==> src/rtl/led_mode_sequencer_pkg.sv <==
// Shared mode encodings, FSM state type and small helpers for the LED mode sequencer.
package led_mode_sequencer_pkg;

    localparam logic [1:0] MODE_OFF   = 2'b00;
    localparam logic [1:0] MODE_SOLID = 2'b01;
    localparam logic [1:0] MODE_BLINK = 2'b10;
    localparam logic [1:0] MODE_CHASE = 2'b11;

    typedef enum logic [2:0] {
        S_OFF       = 3'd0,
        S_SOLID     = 3'd1,
        S_BLINK_ON  = 3'd2,
        S_BLINK_OFF = 3'd3,
        S_CHASE     = 3'd4
    } led_state_t;

    // Entry state for a freshly decoded mode.
    function automatic led_state_t entry_state(input logic [1:0] mode_val);
        led_state_t st;
        case (mode_val)
            MODE_SOLID: st = S_SOLID;
            MODE_BLINK: st = S_BLINK_ON;
            MODE_CHASE: st = S_CHASE;
            default:    st = S_OFF;
        endcase
        return st;
    endfunction

    // Counter width for a count of n states; never below one bit.
    function automatic int unsigned cnt_width(input int unsigned n);
        return (n > 1) ? $clog2(n) : 1;
    endfunction

endpackage

==> src/rtl/led_mode_sequencer_sw_debounce.sv <==
// Two-flop synchroniser followed by a stable-run debounce counter for one switch bit.
module sw_debounce
    import led_mode_sequencer_pkg::*;
#(
    parameter int unsigned DEB_CYCLES = 1250000
) (
    input  logic clk,
    input  logic rst,
    input  logic d_async,
    output logic q
);

    localparam int unsigned   CW       = cnt_width(DEB_CYCLES);
    localparam logic [CW-1:0] CNT_LAST = CW'(DEB_CYCLES - 1);

    logic          sync1_reg;
    logic          sync2_reg;
    logic          deb_reg;
    logic [CW-1:0] cnt_reg;

    always_ff @(posedge clk) begin
        if (rst) begin
            sync1_reg <= 1'b0;
            sync2_reg <= 1'b0;
            deb_reg   <= 1'b0;
            cnt_reg   <= '0;
        end else begin
            sync1_reg <= d_async;
            sync2_reg <= sync1_reg;
            // Any sample agreeing with the accepted value restarts the stability run.
            if (sync2_reg == deb_reg) begin
                cnt_reg <= '0;
            end else if (cnt_reg == CNT_LAST) begin
                deb_reg <= sync2_reg;
                cnt_reg <= '0;
            end else begin
                cnt_reg <= cnt_reg + CW'(1);
            end
        end
    end

    assign q = deb_reg;

endmodule

==> src/rtl/led_mode_sequencer.sv <==
// LED bank controller: debounced switch mode decode, step prescaler and pattern FSM.
module led_mode_sequencer
    import led_mode_sequencer_pkg::*;
#(
    parameter int unsigned TICK_DIV   = 125000000,
    parameter int unsigned DEB_CYCLES = 1250000,
    parameter int unsigned NUM_LD     = 4
) (
    input  logic              clk,
    input  logic              rst,
    input  logic [1:0]        sw,
    output logic [NUM_LD-1:0] ld,
    output logic [1:0]        mode,
    output logic              tick
);

    localparam int unsigned       TW        = cnt_width(TICK_DIV);
    localparam logic [TW-1:0]     TICK_LAST = TW'(TICK_DIV - 1);
    localparam logic [NUM_LD-1:0] LD_FIRST  = {{(NUM_LD-1){1'b0}}, 1'b1};

    logic [1:0]        deb_sw;
    logic [1:0]        req_reg;
    logic [1:0]        mode_reg, mode_next;
    led_state_t        state_reg, state_next;
    logic [NUM_LD-1:0] ld_reg, ld_next;
    logic              tick_reg, tick_next;
    logic [TW-1:0]     cnt_reg, cnt_next;
    logic              mode_change;
    logic              step;

    for (genvar gi = 0; gi < 2; gi++) begin : g_deb
        sw_debounce #(
            .DEB_CYCLES(DEB_CYCLES)
        ) u_deb (
            .clk    (clk),
            .rst    (rst),
            .d_async(sw[gi]),
            .q      (deb_sw[gi])
        );
    end

    // Requested mode is registered once so the FSM compares two stable flops.
    always_ff @(posedge clk) begin
        if (rst) begin
            req_reg   <= MODE_OFF;
            mode_reg  <= MODE_OFF;
            state_reg <= S_OFF;
            ld_reg    <= '0;
            tick_reg  <= 1'b0;
            cnt_reg   <= '0;
        end else begin
            req_reg   <= deb_sw;
            mode_reg  <= mode_next;
            state_reg <= state_next;
            ld_reg    <= ld_next;
            tick_reg  <= tick_next;
            cnt_reg   <= cnt_next;
        end
    end

    always_comb begin
        mode_change = (req_reg != mode_reg);
        step        = (cnt_reg == TICK_LAST);
        mode_next   = mode_reg;
        state_next  = state_reg;
        ld_next     = ld_reg;
        tick_next   = 1'b0;
        cnt_next    = step ? '0 : cnt_reg + TW'(1);

        // A mode change restarts the step period and swallows a coincident tick.
        if (mode_change) begin
            mode_next  = req_reg;
            state_next = entry_state(req_reg);
            cnt_next   = '0;
            case (req_reg)
                MODE_SOLID,
                MODE_BLINK: ld_next = '1;
                MODE_CHASE: ld_next = LD_FIRST;
                default:    ld_next = '0;
            endcase
        end else if (step) begin
            tick_next = 1'b1;
            case (state_reg)
                S_BLINK_ON: begin
                    state_next = S_BLINK_OFF;
                    ld_next    = '0;
                end
                S_BLINK_OFF: begin
                    state_next = S_BLINK_ON;
                    ld_next    = '1;
                end
                S_CHASE: ld_next = {ld_reg[NUM_LD-2:0], ld_reg[NUM_LD-1]};
                default: ;
            endcase
        end
    end

    assign ld   = ld_reg;
    assign mode = mode_reg;
    assign tick = tick_reg;

endmodule
==> config.mk <==
export PLATFORM = sky130hd
export DESIGN_NAME = led_mode_sequencer
export DESIGN_NICKNAME = d
export VERILOG_FILES = /design/src/rtl/led_mode_sequencer_pkg.sv /design/src/rtl/led_mode_sequencer_sw_debounce.sv /design/src/rtl/led_mode_sequencer.sv
export SDC_FILE = /design/constraint.sdc
export NUM_CORES = 1
export LEC_CHECK = 0
export CAP_MARGIN = 20
export CELL_PAD_IN_SITES_DETAIL_PLACEMENT = 0
export CELL_PAD_IN_SITES_GLOBAL_PLACEMENT = 2
export CORE_UTILIZATION = 42
export CTS_CLUSTER_SIZE = 12
export DETAILED_ROUTE_END_ITERATION = 16
export PLACE_DENSITY_LB_ADDON = 0.1
export SLEW_MARGIN = 20
export SYNTH_ARGS = -nofsm -noshare
export SYNTH_HDL_FRONTEND = slang
export SYNTH_HIERARCHICAL = 1
export SYNTH_SLANG_ARGS = --single-unit
==> constraint.sdc <==
create_clock -name clk -period 4.01 [get_ports clk]
set_clock_uncertainty 0.15 [all_clocks]
set_input_delay 1.203 -clock clk [delete_from_list [all_inputs] [get_ports clk]]
set_output_delay 1.203 -clock clk [all_outputs]
set_load 0.01 [all_outputs]
==> flow_summary_export.csv, run 1 <==
group,metric,value,unit
worst_setup_path,cpMaxStageDelayCell,"sky130_fd_sc_hd__clkdlybuf4s50_1",
placement,detailed_place.area,4320,um^2
global_routing,grt_start_max_net_pins,27,
drt,detail_route_antenna_nets,0,
synthesis,post_synth_inst_count,465,
drt,routed_wirelength,8.24,mm
worst_setup_path,worstReg2RegStart,"cnt_reg[0]",
sta,report.final.hold_viol_count,0,
drt,met3RoutedLength,271,um
drt,route.detailed.vias_per_inst,5.34,
drt,route.layer.met1.wl,4.10,mm
clock_tree,clock_insertion_delay_worst_skew,0.35,ns
global_routing,via_count_of_the_first_global_routing_pass,3101,
worst_setup_path,worst-endpoint-required,2.66,ns
power,leakagePower,1.38,nW
layout,design.final.nets,486,
layout,num_antenna_cells,0,
flow_run,timing.max_cap.violations,0,
global_routing,grt_first_pass_wirelength,14.6,mm
min_path,worstHoldPathType,"flip-flop to flip-flop",
sta,final.hold.worst_slack,0.297,ns
global_routing,grt_use_total,18.4,%
placement,io_buffer_count,10,
synthesis,netlist-cell-type-count,46,
worst_setup_path,crit_path_max_incr_delay,0.56,ns
worst_setup_path,crit-reg2reg-capture,"state_reg[0]",
layout,largest_register_ffs,42,
worst_setup_path,critical_path.max_fanout,3,
clock_tree,max-clock-path-buffers,2,
global_routing,number_of_antenna_violations_at_the_first_check_in_global_routing,0,
worst_setup_path,timing.critical_path.cells,"clkdlybuf4s50_1",
synthesis,synth-async-reset-ratio,0,%
worst_setup_path,crit_cells,1,
worst_setup_path,cp_top_family,"buffers and inverters",
drt,routed-via-count,3245,
drt,met2WireLength,3.78,mm
floorplan,die_width,101,um
floorplan,chipHeight,101,um
worst_setup_path,r2r_setup_slack,1.56,ns
layout,multi_input_comb_area,2240,um^2
floorplan,floorplan.core_area,9370,um^2
worst_setup_path,crit_path_end,"ld[3]",
synthesis,synth_ff_type,"sky130_fd_sc_hd__dfxtp_1",
clock_tree,cts_setup_buffers,0,
sta,upper_clock_frequency_limit,377,MHz
floorplan,dieArea,10200,um^2
drt,drtPass1Iterations,4,
min_path,worst_hold_startpoint,"cnt_reg[0]",
sta,rsz0062_at_grt,"no",
sta,setup_violations_final,0,
worst_setup_path,path_buf_inv,1,
layout,final_area,4530,um^2
layout,area.sequential,1740,um^2
floorplan,initial_core_util,43.9,%
clock_tree,post_cts_hold_buffer_count,0,
synthesis,synth_edf_count,0,
drt,wl_per_cell,13.5,um
power,p_total,1.56,mW
clock_tree,htree_levels,3,
power,power.ir.vdd_worst,199,uV
synthesis,yosys_warnings,6,
synthesis,netlist.top_cell.by_area,"sky130_fd_sc_hd__dfxtp_1",
synthesis,synth.top_cells.by_area,"sky130_fd_sc_hd__dfxtp_1 42%, sky130_fd_sc_hd__xnor2_1 6.4%, sky130_fd_sc_hd__nor2_1 5.2%, sky130_fd_sc_hd__nand3_1 3.0%, sky130_fd_sc_hd__a21oi_1 2.9%",
worst_setup_path,path_class,"flip-flop to output pin",
placement,dp.final_hpwl,5.69,mm
layout,final-instance-count-excl-fill,608,
synthesis,synth.ff_latch_count,87,
layout,area_growth_from_synthesis_to_final_layout,10.2,%
worst_setup_path,worstPathArrival,1.30,ns
drt,drt_drc_violations_left,0,
sta,totalNegativeSetupSlack,0,ns
layout,drive_above_1_share,6.68,%
layout,nFillCells,971,
worst_setup_path,worst_setup_path_end_kind,"output pin",
clock_tree,cts_inserted_buffers,9,
placement,placed_cells,593,
clock_tree,clock-sinks,87,
synthesis,synth_top_area_share,42.3,%
clock_tree,cts_tree,"built",
worst_setup_path,worstSetupStartpointType,"flip-flop",
power,cellPowerDensity,344,nW/um^2
synthesis,mappedNetlistArea,4110,um^2
floorplan,pin_count,11,
run_status,outcome,"complete, no violations",
drt,first_iter_violations,83,
global_routing,grt_overflow,0,
clock_tree,cts_root_buf,"sky130_fd_sc_hd__clkbuf_8",
worst_setup_path,critical_path.startpoint,"ld[3]",
drt,top_signal_layer_used,"met4",
clock_tree,cts_resized,0,
clock_tree,cts.reportedPaths.clkPinSlew,0.08,ns
sta,minimum_clock_period_after_layout,2.65,ns
sta,report.final.slew_viol_count,0,
synthesis,net_count_synth,476,
min_path,min_delay_path_depth,1,
sta,max_slew.worst_pin.slew,0.877,ns
placement,globalplace.congestion,0.783,
sta,finalCritPeriodShare,66.1,%
synthesis,synth-seq-area-share,42.3,%
synthesis,post_synth.cell_area_avg,8.84,um^2
floorplan,rows,35,
worst_setup_path,r2r.worst_path.cells,5,
sta,worst_slew_margin_rel,41.6,%
worst min-delay path by stage:
stage / to
after floorplan: cnt_reg[0]
after CTS: cnt_reg[0]
after global placement: g_deb[0].u_deb/sync2_reg
after global routing: cnt_reg[0]
final: cnt_reg[0]
after detailed placement: g_deb[0].u_deb/sync2_reg
per-layer routing:
layer,global-route usage [%],vias to the layer above
li1,-,1700
met5,0,-
met1,24.1,1503
met2,28.9,34
met4,5.57,0
met3,5.76,8
through the flow:
step | worst slack [ns] | util [%]
2_1_floorplan | 1.78 | -
3_3_place_gp | 1.07 | 46.1
4_1_cts | 1.33 | 48.4
5_1_grt | 1.29 | 48.4
3_5_place_dp | 1.08 | 46.1
6_report | 1.36 | 48.4
synthesized netlist by cell type (4+ instances only):
cell	n
sky130_fd_sc_hd__xnor2_1	30
sky130_fd_sc_hd__or3_1	9
sky130_fd_sc_hd__nor3_1	13
sky130_fd_sc_hd__nor2b_1	8
sky130_fd_sc_hd__mux2i_1	7
sky130_fd_sc_hd__nand4_1	16
sky130_fd_sc_hd__nor4_1	10
sky130_fd_sc_hd__nand4_2	4
sky130_fd_sc_hd__a21oi_1	24
sky130_fd_sc_hd__nand2_1	25
sky130_fd_sc_hd__buf_2	4
sky130_fd_sc_hd__dfxtp_1	87
sky130_fd_sc_hd__or4_1	13
sky130_fd_sc_hd__ha_1	7
sky130_fd_sc_hd__o21ai_0	16
sky130_fd_sc_hd__inv_1	17
sky130_fd_sc_hd__buf_4	4
sky130_fd_sc_hd__o31ai_1	11
sky130_fd_sc_hd__and4_1	6
sky130_fd_sc_hd__nand3_1	25
sky130_fd_sc_hd__nand4b_1	8
sky130_fd_sc_hd__nor2_1	57
sky130_fd_sc_hd__xor2_1	11
sky130_fd_sc_hd__and3_1	7
sky130_fd_sc_hd__and2_1	6
sky130_fd_sc_hd__clkbuf_1	5
report_power, final:
group / leakage (nW) / internal (mW) / switching [mW] / total (mW)
clock: 0.103 / 0.365 / 0.296 / 0.661
sequential: 0.702 / 0.868 / 0.00341 / 0.872
combinational: 0.578 / 0.00983 / 0.0171 / 0.0269
layout make-up:
class	count	share of cell area (%)
tap	129	3.56
sequential	87	38.4
multi-input combinational	348	49.4
inverter	17	1.41
timing repair buffer	12	2.54
clock inverter	3	1.49
clock buffer	12	3.20
cells by family after synthesis:
kind of cell             synth area share (%)
AO/OA/AOI/OAI                            10.6
multiplexers                             1.70
XOR/XNOR                                 8.73
flip-flops                               42.3
adder cells (fa/ha/maj)                  2.13
buffers and inverters                    3.22
AND/OR/NAND/NOR                          31.2
layout by cell type (no fill, tap or decap), types with 3 or more instances in the layout:
cell                               n
sky130_fd_sc_hd__nor4bb_1          3
sky130_fd_sc_hd__nor3b_1           3
sky130_fd_sc_hd__o21ai_0          16
sky130_fd_sc_hd__clkdlybuf4s50_1  10
sky130_fd_sc_hd__and4_1            6
sky130_fd_sc_hd__clkbuf_8         10
sky130_fd_sc_hd__nor2_1           57
sky130_fd_sc_hd__and2_1            6
sky130_fd_sc_hd__nand4_2           4
sky130_fd_sc_hd__nor3_1           13
sky130_fd_sc_hd__and3_1            7
sky130_fd_sc_hd__xnor2_1          30
sky130_fd_sc_hd__nor4_1           10
sky130_fd_sc_hd__o31ai_1          11
sky130_fd_sc_hd__mux2i_1           7
sky130_fd_sc_hd__ha_1              7
sky130_fd_sc_hd__a211o_1           3
sky130_fd_sc_hd__nand3_1          25
sky130_fd_sc_hd__nand4b_1          8
sky130_fd_sc_hd__dfxtp_1          87
sky130_fd_sc_hd__or3_1             9
sky130_fd_sc_hd__nand4_1          16
sky130_fd_sc_hd__or4_1            13
sky130_fd_sc_hd__o21ba_2           3
sky130_fd_sc_hd__inv_1            17
sky130_fd_sc_hd__nand2_1          25
sky130_fd_sc_hd__a21oi_1          24
sky130_fd_sc_hd__xor2_1           11
sky130_fd_sc_hd__nor2b_1           8
No activity file was read; power rests on OpenSTA's default activity.
==> run 2: changes to the inputs <==
- CORE_UTILIZATION: 42 -> 39
- clock period: 4.01 -> 2.7 ns (I/O delays scaled with it)
==> run 2 against run 1 <==
Total power rose by 47%. Worst setup slack got worse by 1.0 ns. Sequential power rose by 48%. Wire length rose by 5.3%. Clock-buffer cell count fell by 2. Sequential share of layout area fell by 0.25 points. Utilization fell by 4.0 points. Critical path depth rose by 4.
==> flow_summary_export.csv, run 2 (synthesis results as in run 1) <==
group,metric,value,unit
run_status,outcome,"complete, no violations",
power,clkPwrFrac,41.6,%
placement,post-place-ws,0.141,ns
sta,rsz0062_at_grt,"no",
floorplan,dieArea,11000,um^2
clock_tree,clock-sinks,87,
clock_tree,cts_setup_buffers,0,
sta,report.final.slew_viol_count,0,
clock_tree,cts.reportedPaths.clkPinSlew,0.10,ns
clock_tree,post_cts_hold_buffer_count,0,
global_routing,via_count_of_the_first_global_routing_pass,3135,
min_path,worstHoldPathType,"flip-flop to flip-flop",
floorplan,die_width,105,um
worst_setup_path,worstSetupStartpointType,"flip-flop",
drt,wl_per_cell,14.0,um
drt,detail_route_antenna_nets,0,
sta,upper_clock_frequency_limit,422,MHz
floorplan,rows,37,
sta,finalCritPeriodShare,87.7,%
worst_setup_path,path_common_cell,"sky130_fd_sc_hd__or4_1",
sta,minimum_clock_period_after_layout,2.37,ns
global_routing,grt_use_total,17.1,%
sta,report.final.hold_viol_count,0,
power,internal_power,1.77,mW
worst_setup_path,worst_setup_path_end_kind,"flip-flop",
floorplan,pin_count,11,
clock_tree,max-clock-path-buffers,2,
global_routing,grt_start_max_net_pins,27,
layout,final-instance-count-excl-fill,620,
worst_setup_path,crit_path_max_incr_delay,0.65,ns
clock_tree,cts_tree,"built",
layout,drive_above_1_share,8.06,%
clock_tree,cts_inserted_buffers,9,
clock_tree,clock_insertion_delay_worst_skew,0.36,ns
layout,design.final.nets,490,
drt,first_iter_violations,124,
layout,area_growth_from_synthesis_to_final_layout,11.0,%
drt,route.detailed.vias_per_inst,5.43,
global_routing,grt_first_pass_wirelength,15.2,mm
worst_setup_path,cpMaxStageDelayCell,"sky130_fd_sc_hd__or4_1",
sta,setup_violations_final,0,
floorplan,initial_core_util,40.0,%
global_routing,grt_overflow,0,
floorplan,chipHeight,105,um
clock_tree,htree_levels,3,
layout,num_antenna_cells,0,
worst_setup_path,critical_path.max_fanout,7,
placement,dp.final_hpwl,6.01,mm
placement,placed_cells,604,
power,power_frac_seq,56.5,%
drt,routed-via-count,3366,
sta,worst_slew_margin_rel,54.7,%
global_routing,number_of_antenna_violations_at_the_first_check_in_global_routing,0,
clock_tree,cts_root_buf,"sky130_fd_sc_hd__clkbuf_8",
power,p_switching,0.526,mW
worst_setup_path,path_class,"flip-flop to flip-flop",
worst_setup_path,timing.critical_path.cells,"ha_1, nand2_1, or4_1, or4_1, a311oi_1",
power,leakagePower,1.41,nW
sta,max_slew.worst_pin.slew,0.678,ns
layout,most_used_cells_in_the_layout_excluding_fill_and_tap_cells,"87 x sky130_fd_sc_hd__dfxtp_1, 57 x sky130_fd_sc_hd__nor2_1, 30 x sky130_fd_sc_hd__xnor2_1, 25 x sky130_fd_sc_hd__nand2_1, 25 x sky130_fd_sc_hd__nand3_1",
placement,io_buffer_count,10,
drt,drtPass1Iterations,7,
drt,routed_wirelength,8.67,mm
power,swShare,22.9,%
power,power.ir.vdd_worst,245,uV
drt,drt_drc_violations_left,0,
worst_setup_path,cp_top_family,"simple AND/OR/NAND/NOR gates",
worst_setup_path,worst-endpoint-required,2.83,ns
worst_setup_path,worstPathArrival,2.49,ns
placement,globalplace.congestion,0.744,
clock_tree,cts_resized,0,
flow_run,timing.max_cap.violations,0,
floorplan,floorplan.core_area,10300,um^2
worst_setup_path,path_buf_inv,0,
sta,totalNegativeSetupSlack,0,ns
layout,largest_register_ffs,42,
power,cellPowerDensity,503,nW/um^2
sta,postLayoutSetupSlackWorst,0.333,ns
power,power.combinational.fraction,1.9,%
layout,layout.cells.most_common,"sky130_fd_sc_hd__dfxtp_1",
==> run 2: cell count changes in the layout (fill, tap and decap cells not counted), sizes merged <==
cell,delta
clkinvlp,-1
clkinv,+2
inv,+3
buf,+4
bufinv,-1
clkbuf,-2
==> run 2: path summary, 6_finish.rpt <==
kind                            cells past startpoint  slack, ns                startpoint                        to
worst max-delay path                                5       0.33                cnt_reg[0]              state_reg[0]
worst max register to register                      5       0.33                cnt_reg[0]              state_reg[0]
worst min-delay path                                1       0.29  g_deb[1].u_deb/sync1_reg  g_deb[1].u_deb/sync2_reg
worst min register to register                      1       0.29  g_deb[1].u_deb/sync1_reg  g_deb[1].u_deb/sync2_reg
==> run 2: worst register-to-register path: cells and delay by family (launching register included) <==
kind / cells / cell delay, ns
adder cells (fa/ha/maj): 1 / 0.24
AO/OA/AOI/OAI: 1 / 0.25
AND/OR/NAND/NOR: 3 / 1.31
flip-flops: 1 / 0.35
==> run 2: metal layers <==
layer  up-vias  GRT usage, %  part of all wire, %
met2        39          27.6                   47
met4         0          4.93                 0.84
met3         5          4.18                  2.7
met5         -             0                    0
met1      1609          22.5                   50
li1       1713             -                    -
==> run 2: area by class of cell <==
type                            instances  area, um^2
Fill cell                            1040        5710
Multi-Input combinational cell        348        2240
Sequential cell                        87        1740
Tap cell                              136         170
Timing Repair Buffer                   16         145
Clock buffer                           10         138
Clock inverter                          6        66.3
Inverter                               17        63.8
==> run 2: stage by stage <==
stage                     power (mW)  instance area (um^2)  util (%)  hold WS, ns
final                           2.29                  4560      44.4        0.286
after global placement          1.37                  4360      42.4        0.278
after global routing            2.41                  4560      44.4        0.291
after detailed placement        1.37                  4360      42.4        0.278
after floorplan                 1.35                  4110         -        0.263
after CTS                       2.34                  4560      44.4        0.297
==> run 2: power by group through the flow <==
stage,Clock [mW],Combinational (mW),Sequential [mW]
2_1_floorplan,0,0.0275,1.32
3_3_place_gp,0,0.0436,1.33
3_5_place_dp,0,0.0444,1.33
4_1_cts,0.998,0.0450,1.30
5_1_grt,1.06,0.0510,1.30
6_report,0.955,0.0440,1.29
